[src/rtl/riscv_pkg.sv]
// rtl/riscv_pkg.sv - RV32I/RV64I opcode, funct and immediate-format definitions shared by decode.
package riscv_pkg;

    localparam logic [6:0] OP_LUI      = 7'b0110111;
    localparam logic [6:0] OP_AUIPC    = 7'b0010111;
    localparam logic [6:0] OP_JAL      = 7'b1101111;
    localparam logic [6:0] OP_JALR     = 7'b1100111;
    localparam logic [6:0] OP_BRANCH   = 7'b1100011;
    localparam logic [6:0] OP_LOAD     = 7'b0000011;
    localparam logic [6:0] OP_STORE    = 7'b0100011;
    localparam logic [6:0] OP_IMM      = 7'b0010011;
    localparam logic [6:0] OP_OP       = 7'b0110011;
    localparam logic [6:0] OP_MISC_MEM = 7'b0001111;
    localparam logic [6:0] OP_SYSTEM   = 7'b1110011;

    localparam logic [2:0] F3_JALR     = 3'd0;
    localparam logic [2:0] F3_ADD_SUB  = 3'd0;
    localparam logic [2:0] F3_SLL      = 3'd1;
    localparam logic [2:0] F3_SR       = 3'd5;
    localparam logic [2:0] F3_BR_RSV2  = 3'd2;
    localparam logic [2:0] F3_BR_RSV3  = 3'd3;
    localparam logic [2:0] F3_LD       = 3'd3;
    localparam logic [2:0] F3_LWU      = 3'd6;
    localparam logic [2:0] F3_LOAD_RSV = 3'd7;
    localparam logic [2:0] F3_SD       = 3'd3;
    localparam logic [2:0] F3_FENCE    = 3'd0;
    localparam logic [2:0] F3_FENCE_I  = 3'd1;

    localparam logic [6:0] F7_BASE     = 7'h00;
    localparam logic [6:0] F7_ALT      = 7'h20;
    localparam logic [5:0] F6_BASE     = 6'h00;
    localparam logic [5:0] F6_ALT      = 6'h10;

    localparam logic [31:0] INSTR_ECALL  = 32'h0000_0073;
    localparam logic [31:0] INSTR_EBREAK = 32'h0010_0073;

    typedef enum logic [2:0] {
        IMM_I,
        IMM_S,
        IMM_B,
        IMM_U,
        IMM_J,
        IMM_NONE
    } imm_type_e;

    typedef struct packed {
        logic [6:0] opcode;
        logic [2:0] funct3;
        logic [6:0] funct7;
        logic [4:0] addr1;
        logic [4:0] addr2;
        logic [4:0] addr_dest;
        logic       alu_sel;
        logic       rs1_en;
        logic       rs2_en;
        logic       rd_we;
        logic       illegal;
    } dec_t;

endpackage

[src/rtl/imm_gen.sv]
// rtl/imm_gen.sv - Combinational immediate extraction, sign-extended to XLEN.
module imm_gen
    import riscv_pkg::*;
#(
    parameter int XLEN = 32
) (
    input  logic [31:7]     instr,
    input  imm_type_e       imm_type,
    output logic [XLEN-1:0] imm
);

    logic signed [31:0] imm32;

    always_comb begin
        imm32 = '0;
        case (imm_type)
            IMM_I:   imm32 = {{20{instr[31]}}, instr[31:20]};
            IMM_S:   imm32 = {{20{instr[31]}}, instr[31:25], instr[11:7]};
            IMM_B:   imm32 = {{19{instr[31]}}, instr[31], instr[7], instr[30:25], instr[11:8], 1'b0};
            IMM_U:   imm32 = {instr[31:12], 12'b0};
            IMM_J:   imm32 = {{11{instr[31]}}, instr[31], instr[19:12], instr[20], instr[30:21], 1'b0};
            default: imm32 = '0;
        endcase
    end

    // Signed cast replicates bit 31 into the upper half when XLEN = 64.
    assign imm = XLEN'(imm32);

endmodule

[src/rtl/decode_stage.sv]
// rtl/decode_stage.sv - Handshaked RV32I/RV64I decode stage with flush and illegal detection.
module decode_stage
    import riscv_pkg::*;
#(
    parameter int XLEN = 32
) (
    input  logic            clk,
    input  logic            rst,
    input  logic            flush,
    input  logic            in_valid,
    output logic            in_ready,
    input  logic [31:0]     in_instr,
    input  logic [XLEN-1:0] in_pc,
    output logic            out_valid,
    input  logic            out_ready,
    output logic [XLEN-1:0] out_pc,
    output logic [6:0]      out_opcode,
    output logic [2:0]      out_funct3,
    output logic [6:0]      out_funct7,
    output logic [4:0]      out_addr1,
    output logic [4:0]      out_addr2,
    output logic [4:0]      out_addr_dest,
    output logic [XLEN-1:0] out_imm,
    output logic            alu_sel,
    output logic            out_rs1_en,
    output logic            out_rs2_en,
    output logic            out_rd_we,
    output logic            out_illegal
);

    logic [6:0] opcode;
    logic [6:0] funct7;
    logic [2:0] funct3;
    logic [4:0] rs1;
    logic [4:0] rs2;
    logic [4:0] rd;

    assign opcode = in_instr[6:0];
    assign rd     = in_instr[11:7];
    assign funct3 = in_instr[14:12];
    assign rs1    = in_instr[19:15];
    assign rs2    = in_instr[24:20];
    assign funct7 = in_instr[31:25];

    dec_t            dec;
    imm_type_e       imm_type;
    logic [XLEN-1:0] imm;
    logic            legal;
    logic            shift_ok;
    logic            use_rd;
    logic            use_rs1;
    logic            use_rs2;

    imm_gen #(.XLEN(XLEN)) u_imm_gen (
        .instr    (in_instr[31:7]),
        .imm_type (imm_type),
        .imm      (imm)
    );

    // RV64 shamt is 6 bits, so only instr[31:26] carries the shift kind.
    always_comb begin
        shift_ok = 1'b0;
        if (funct3 == F3_SLL) begin
            shift_ok = (XLEN == 32) ? (funct7 == F7_BASE) : (in_instr[31:26] == F6_BASE);
        end else begin
            shift_ok = (XLEN == 32) ? (funct7 == F7_BASE || funct7 == F7_ALT)
                                    : (in_instr[31:26] == F6_BASE || in_instr[31:26] == F6_ALT);
        end
    end

    always_comb begin
        dec        = '0;
        imm_type   = IMM_NONE;
        legal      = 1'b1;
        use_rd     = 1'b0;
        use_rs1    = 1'b0;
        use_rs2    = 1'b0;
        dec.opcode = opcode;
        case (opcode)
            OP_LUI, OP_AUIPC: begin
                use_rd      = 1'b1;
                imm_type    = IMM_U;
                dec.alu_sel = 1'b1;
            end
            OP_JAL: begin
                use_rd   = 1'b1;
                imm_type = IMM_J;
            end
            OP_JALR: begin
                use_rd      = 1'b1;
                use_rs1     = 1'b1;
                dec.funct3  = funct3;
                imm_type    = IMM_I;
                dec.alu_sel = 1'b1;
                legal       = (funct3 == F3_JALR);
            end
            OP_BRANCH: begin
                use_rs1    = 1'b1;
                use_rs2    = 1'b1;
                dec.funct3 = funct3;
                imm_type   = IMM_B;
                legal      = !(funct3 == F3_BR_RSV2 || funct3 == F3_BR_RSV3);
            end
            OP_LOAD: begin
                use_rd      = 1'b1;
                use_rs1     = 1'b1;
                dec.funct3  = funct3;
                imm_type    = IMM_I;
                dec.alu_sel = 1'b1;
                legal       = !(funct3 == F3_LOAD_RSV ||
                                (XLEN == 32 && (funct3 == F3_LD || funct3 == F3_LWU)));
            end
            OP_STORE: begin
                use_rs1     = 1'b1;
                use_rs2     = 1'b1;
                dec.funct3  = funct3;
                imm_type    = IMM_S;
                dec.alu_sel = 1'b1;
                legal       = !funct3[2] && !(XLEN == 32 && funct3 == F3_SD);
            end
            OP_IMM: begin
                use_rd      = 1'b1;
                use_rs1     = 1'b1;
                dec.funct3  = funct3;
                imm_type    = IMM_I;
                dec.alu_sel = 1'b1;
                if (funct3 == F3_SLL || funct3 == F3_SR) begin
                    dec.funct7 = funct7;
                    legal      = shift_ok;
                end
            end
            OP_OP: begin
                use_rd     = 1'b1;
                use_rs1    = 1'b1;
                use_rs2    = 1'b1;
                dec.funct3 = funct3;
                dec.funct7 = funct7;
                legal      = (funct7 == F7_BASE) ||
                             (funct7 == F7_ALT && (funct3 == F3_ADD_SUB || funct3 == F3_SR));
            end
            OP_MISC_MEM: begin
                dec.funct3 = funct3;
                legal      = (funct3 == F3_FENCE || funct3 == F3_FENCE_I);
            end
            OP_SYSTEM: begin
                legal = (in_instr == INSTR_ECALL || in_instr == INSTR_EBREAK);
            end
            // Also catches every encoding with instr[1:0] != 2'b11.
            default: legal = 1'b0;
        endcase

        if (use_rd) begin
            dec.addr_dest = rd;
            dec.rd_we     = (rd != 5'd0);
        end
        if (use_rs1) begin
            dec.addr1  = rs1;
            dec.rs1_en = 1'b1;
        end
        if (use_rs2) begin
            dec.addr2  = rs2;
            dec.rs2_en = 1'b1;
        end

        if (!legal) begin
            dec         = '0;
            dec.opcode  = opcode;
            dec.illegal = 1'b1;
            imm_type    = IMM_NONE;
        end
    end

    logic            valid_d, valid_q;
    dec_t            dec_d, dec_q;
    logic [XLEN-1:0] imm_d, imm_q;
    logic [XLEN-1:0] pc_d, pc_q;
    logic            accept;

    assign in_ready = !valid_q || out_ready;
    assign accept   = in_valid && in_ready;

    always_comb begin
        valid_d = valid_q;
        dec_d   = dec_q;
        imm_d   = imm_q;
        pc_d    = pc_q;
        if (flush) begin
            valid_d = 1'b0;
        end else if (accept) begin
            valid_d = 1'b1;
            dec_d   = dec;
            imm_d   = imm;
            pc_d    = in_pc;
        end else if (out_ready) begin
            valid_d = 1'b0;
        end
    end

    always_ff @(posedge clk) begin
        if (rst) begin
            valid_q <= 1'b0;
            dec_q   <= '0;
            imm_q   <= '0;
            pc_q    <= '0;
        end else begin
            valid_q <= valid_d;
            dec_q   <= dec_d;
            imm_q   <= imm_d;
            pc_q    <= pc_d;
        end
    end

    assign out_valid     = valid_q;
    assign out_pc        = pc_q;
    assign out_imm       = imm_q;
    assign out_opcode    = dec_q.opcode;
    assign out_funct3    = dec_q.funct3;
    assign out_funct7    = dec_q.funct7;
    assign out_addr1     = dec_q.addr1;
    assign out_addr2     = dec_q.addr2;
    assign out_addr_dest = dec_q.addr_dest;
    assign alu_sel       = dec_q.alu_sel;
    assign out_rs1_en    = dec_q.rs1_en;
    assign out_rs2_en    = dec_q.rs2_en;
    assign out_rd_we     = dec_q.rd_we;
    assign out_illegal   = dec_q.illegal;

endmodule

[config.mk]
export PLATFORM = sky130hd
export DESIGN_NAME = decode_stage
export DESIGN_NICKNAME = d
export VERILOG_FILES = /design/src/rtl/riscv_pkg.sv /design/src/rtl/imm_gen.sv /design/src/rtl/decode_stage.sv
export SDC_FILE = /design/constraint.sdc
export NUM_CORES = 1
export LEC_CHECK = 0
export ABC_AREA = 1
export BUFFER_PORTS_ARGS = -buffer_cell sky130_fd_sc_hd__buf_2
export CAP_MARGIN = 20
export CELL_PAD_IN_SITES_DETAIL_PLACEMENT = 0
export CELL_PAD_IN_SITES_GLOBAL_PLACEMENT = 1
export CORE_MARGIN = 2
export CORE_UTILIZATION = 25
export DETAILED_ROUTE_END_ITERATION = 7
export GPL_ROUTABILITY_DRIVEN = 0
export PLACE_DENSITY = 0.65
export SLEW_MARGIN = 5
export SYNTH_ARGS = -nofsm -noshare
export SYNTH_HDL_FRONTEND = slang
export SYNTH_SLANG_ARGS = --single-unit
[constraint.sdc]
create_clock -name clk -period 2 [get_ports clk]
set_input_delay 0.2 -clock clk [delete_from_list [all_inputs] [get_ports clk]]
set_output_delay 0.2 -clock clk [all_outputs]
set_load 0.005 [all_outputs]
==> insert_results.sql <==
INSERT INTO impl_metrics (metric_group, metric, value, unit) VALUES
('clocking', 'worst_skew_pair.late_latency', '360', 'ps'),
('sta', 'finalHoldViolCount', '0', ''),
('clocking', 'htree_num_levels', '3', ''),
('global_route', 'globalRoute.totalOverflow', '0', ''),
('clocking', 'buffer_levels_on_the_longest_clock_path', '2', ''),
('route', 'drt_first_iter_violations', '251', ''),
('critical_path', 'slowest_cell_on_crit_path', 'sky130_fd_sc_hd__buf_4', ''),
('route', 'drt-vias-per-instance', '4.37', ''),
('global_route', 'groute.usage.overall', '15.2', '%'),
('critical_path', 'worst-path-max-fanout', '32', ''),
('floorplan', 'core_area', '0.0172', 'mm²'),
('power_and_ir_drop', 'power_per_cell_area', '765', 'mW/mm²'),
('route', 'routed_wirelength', '14200', 'µm'),
('outcome', 'status', 'finished, final reports clean', ''),
('critical_path', 'arrival_time_of_the_worst_setup_path', '1950', 'ps'),
('yosys', 'synth_fp_nets', '689', ''),
('critical_path', 'setup.worst_path.end_class', 'flip-flop', ''),
('place', 'port_buffers', '171', ''),
('sta', 'min_period', '1670', 'ps'),
('floorplan', 'fp-row-count', '48', ''),
('yosys', 'synth_seq_area_share', '46.8', '%'),
('critical_path', 'r2r_setup_slack', '330', 'ps'),
('cells_and_area', 'final_design_area_no_fill', '0.00578', 'mm²'),
('sta', 'setup_tns', '0', 'ps'),
('global_route', 'grt_max_degree', '62', ''),
('clocking', 'clk_root_buffer_cell', 'sky130_fd_sc_hd__clkbuf_16', ''),
('clocking', 'cts_tree', 'yes', ''),
('yosys', 'async_flop_share', '0', '%'),
('yosys', 'dominantRegCellSynth', 'sky130_fd_sc_hd__dfxtp_1', ''),
('critical_path', 'worstPathRequired', '2280', 'ps'),
('sta', 'max_slew.worst_pin.slew', '683', 'ps'),
('sta', 'setup_viol', '0', ''),
('critical_path', 'largest_stage_delay_worst_path', '390', 'ps'),
('cells_and_area', 'drive_gt1_share', '28.7', '%'),
('yosys', 'largest_family_of_logic_cells_by_synthesized_area', 'simple AND/OR/NAND/NOR gates', ''),
('clocking', 'clock_sinks', '102', ''),
('critical_path', 'reg2reg_to', 'out_addr1[3]', ''),
('yosys', 'synth_top_cells_by_area', 'sky130_fd_sc_hd__dfxtp_1 (47%), sky130_fd_sc_hd__nand2_1 (14%), sky130_fd_sc_hd__nor2_1 (9.0%)', ''),
('yosys', 'compound_cell_area_share_of_the_yosys_netlist', '14.9', '%'),
('critical_path', 'start_kind', 'flip-flop', ''),
('min_path', 'timing.hold.worst_endpoint', 'out_valid', ''),
('global_route', 'first_pass_grt_wire_length', '21800', 'µm'),
('sta', 'min_period_over_period', '83.7', '%'),
('cells_and_area', 'multi_input_comb_area', '0.00205', 'mm²'),
('yosys', 'synth_area_per_cell', '7.03', 'µm²'),
('cells_and_area', 'design.final.nets', '847', ''),
('clocking', 'cts_setup_buffers', '0', ''),
('power_and_ir_drop', 'ir_drop', '458', 'µV'),
('power_and_ir_drop', 'leakage_power_of_the_design', '0.00280', 'µW'),
('cells_and_area', 'antenna-diode-count', '0', ''),
('sta', 'worst_clock_skew', '9.71', 'ps'),
('floorplan', 'die_footprint', '0.0185', 'mm²'),
('critical_path', 'critPathKind', 'reg -> reg', ''),
('yosys', 'netlist_area', '0.00436', 'mm²'),
('run', 'maxCapViolations', '0', ''),
('route', 'drt.antenna.violating_nets', '0', ''),
('floorplan', 'top_level_ports', '172', ''),
('clocking', 'clkTransAtPathRegs', '70', 'ps'),
('route', 'dr_total_vias', '4403', ''),
('sta', 'rsz0062_at_grt', 'false', ''),
('yosys', 'synth_edf_count', '0', ''),
('yosys', 'ys.warnings.count', '0', ''),
('min_path', 'timing.hold.worst.start', 'flush', ''),
('min_path', 'hold-path-cell-count', '2', ''),
('yosys', 'synth_xor_area_share', '0', '%'),
('critical_path', 'reg2regPathDepth', '8', ''),
('yosys', 'synth_top_cell_area_share', '46.8', '%'),
('clocking', 'ctsResizeCount', '0', ''),
('cells_and_area', 'flow.area_growth_from_synthesis', '32.5', '%'),
('sta', 'maxSlewHeadroom', '54.5', '%'),
('floorplan', 'initial_core_util', '25.4', '%');
layer usage:
layer	share of wire, %	wire length (µm)	track usage (%)	vias up
met5	0	0	0	-
met4	1.4	196	5.38	0
met3	6.2	875	3.99	11
met2	47	6650	24.7	108
met1	46	6460	19.6	1983
li1	-	-	-	2301
state kept, by name, indices dropped and copies added, names as in the netlist, 3 cells and up:
register and flops:
out_imm 32, out_pc 32, out_funct7 7, out_opcode 7
out_addr1 5, out_addr2 5, out_addr_dest 5, out_funct3 3
cell families after synthesis:
logic type	after synthesis
AND/OR/NAND/NOR	321
AO/OA/AOI/OAI	126
flip-flops	102
buffers and inverters	71
Yosys cell counts, types with 2 or more instances:
library cell               count
sky130_fd_sc_hd__nand2_1     161
sky130_fd_sc_hd__nor2_1      105
sky130_fd_sc_hd__dfxtp_1     102
sky130_fd_sc_hd__a21oi_1      70
sky130_fd_sc_hd__o21ai_0      48
sky130_fd_sc_hd__inv_1        31
sky130_fd_sc_hd__clkbuf_1     29
sky130_fd_sc_hd__nand3_1      29
sky130_fd_sc_hd__inv_2         7
sky130_fd_sc_hd__nor2_4        5
sky130_fd_sc_hd__nand2_2       4
sky130_fd_sc_hd__nor3_1        4
sky130_fd_sc_hd__nand3_2       3
sky130_fd_sc_hd__buf_1         2
sky130_fd_sc_hd__nand2_4       2
sky130_fd_sc_hd__nor3_2        2
critical path, delay by kind of cell, from the launching register on:
family	cells	cell delay, ps
DFF	1	310
AOI/OAI and AO/OA	1	120
and+or+nand+nor	5	700
buffers and inverters	2	440
area by class of cell:
cell class | instances | area share (%)
multi-input cells | 447 | 35.5
flip-flops and latches | 102 | 35.3
repair buffers | 180 | 16.4
well taps | 225 | 4.87
clock buffers | 10 | 3.96
inverters | 38 | 2.49
clock inverters | 6 | 1.49
placed cells by master, fill, tap and decap left out, types with 2 or more instances in the layout:
cell type / n
sky130_fd_sc_hd__a21oi_1: 70
sky130_fd_sc_hd__nand3_1: 29
sky130_fd_sc_hd__dfxtp_1: 102
sky130_fd_sc_hd__nor2_4: 5
sky130_fd_sc_hd__clkbuf_16: 9
sky130_fd_sc_hd__nor3_2: 3
sky130_fd_sc_hd__buf_4: 7
sky130_fd_sc_hd__nand3_2: 3
sky130_fd_sc_hd__bufinv_16: 2
sky130_fd_sc_hd__inv_2: 6
sky130_fd_sc_hd__o21ai_0: 48
sky130_fd_sc_hd__nor2_1: 105
sky130_fd_sc_hd__nor3_1: 3
sky130_fd_sc_hd__nand2_1: 161
sky130_fd_sc_hd__inv_1: 31
sky130_fd_sc_hd__buf_2: 171
sky130_fd_sc_hd__buf_12: 2
sky130_fd_sc_hd__clkinv_2: 3
sky130_fd_sc_hd__nand2_2: 4
sky130_fd_sc_hd__nand2_4: 2
per-stage QoR:
stage	setup WS, ps	util, %	instances	hold WS (ps)	power, µW
5_1_grt	142	33.7	1008	13.7	4640
4_1_cts	270	33.7	1008	12.3	4510
3_3_place_gp	1.57	31.8	992	398	2580
2_1_floorplan	429	-	620	278	2350
3_5_place_dp	19.0	31.8	992	400	2580
6_report	326	33.7	1008	24.6	4420
power breakdown:
part | total, µW | switching [µW] | internal (µW) | leakage (µW)
Clock | 1900 | 801 | 1100 | 0.000152
Combinational | 415 | 263 | 152 | 0.00182
Sequential | 2110 | 23.9 | 2090 | 0.000829
worst max path at each step:
stage | from | end | slack, ps | cells past startpoint
floorplan | in_instr[14] | out_imm[31] | 430 | 14
global placement | in_instr[2] | out_imm[7] | 2 | 11
detailed placement | in_instr[2] | out_imm[31] | 20 | 11
CTS | out_valid | out_addr1[0] | 270 | 8
global route | out_valid | out_addr1[0] | 140 | 8
finish | out_valid | out_addr1[3] | 330 | 8
No activity file was read; power rests on OpenSTA's default activity.
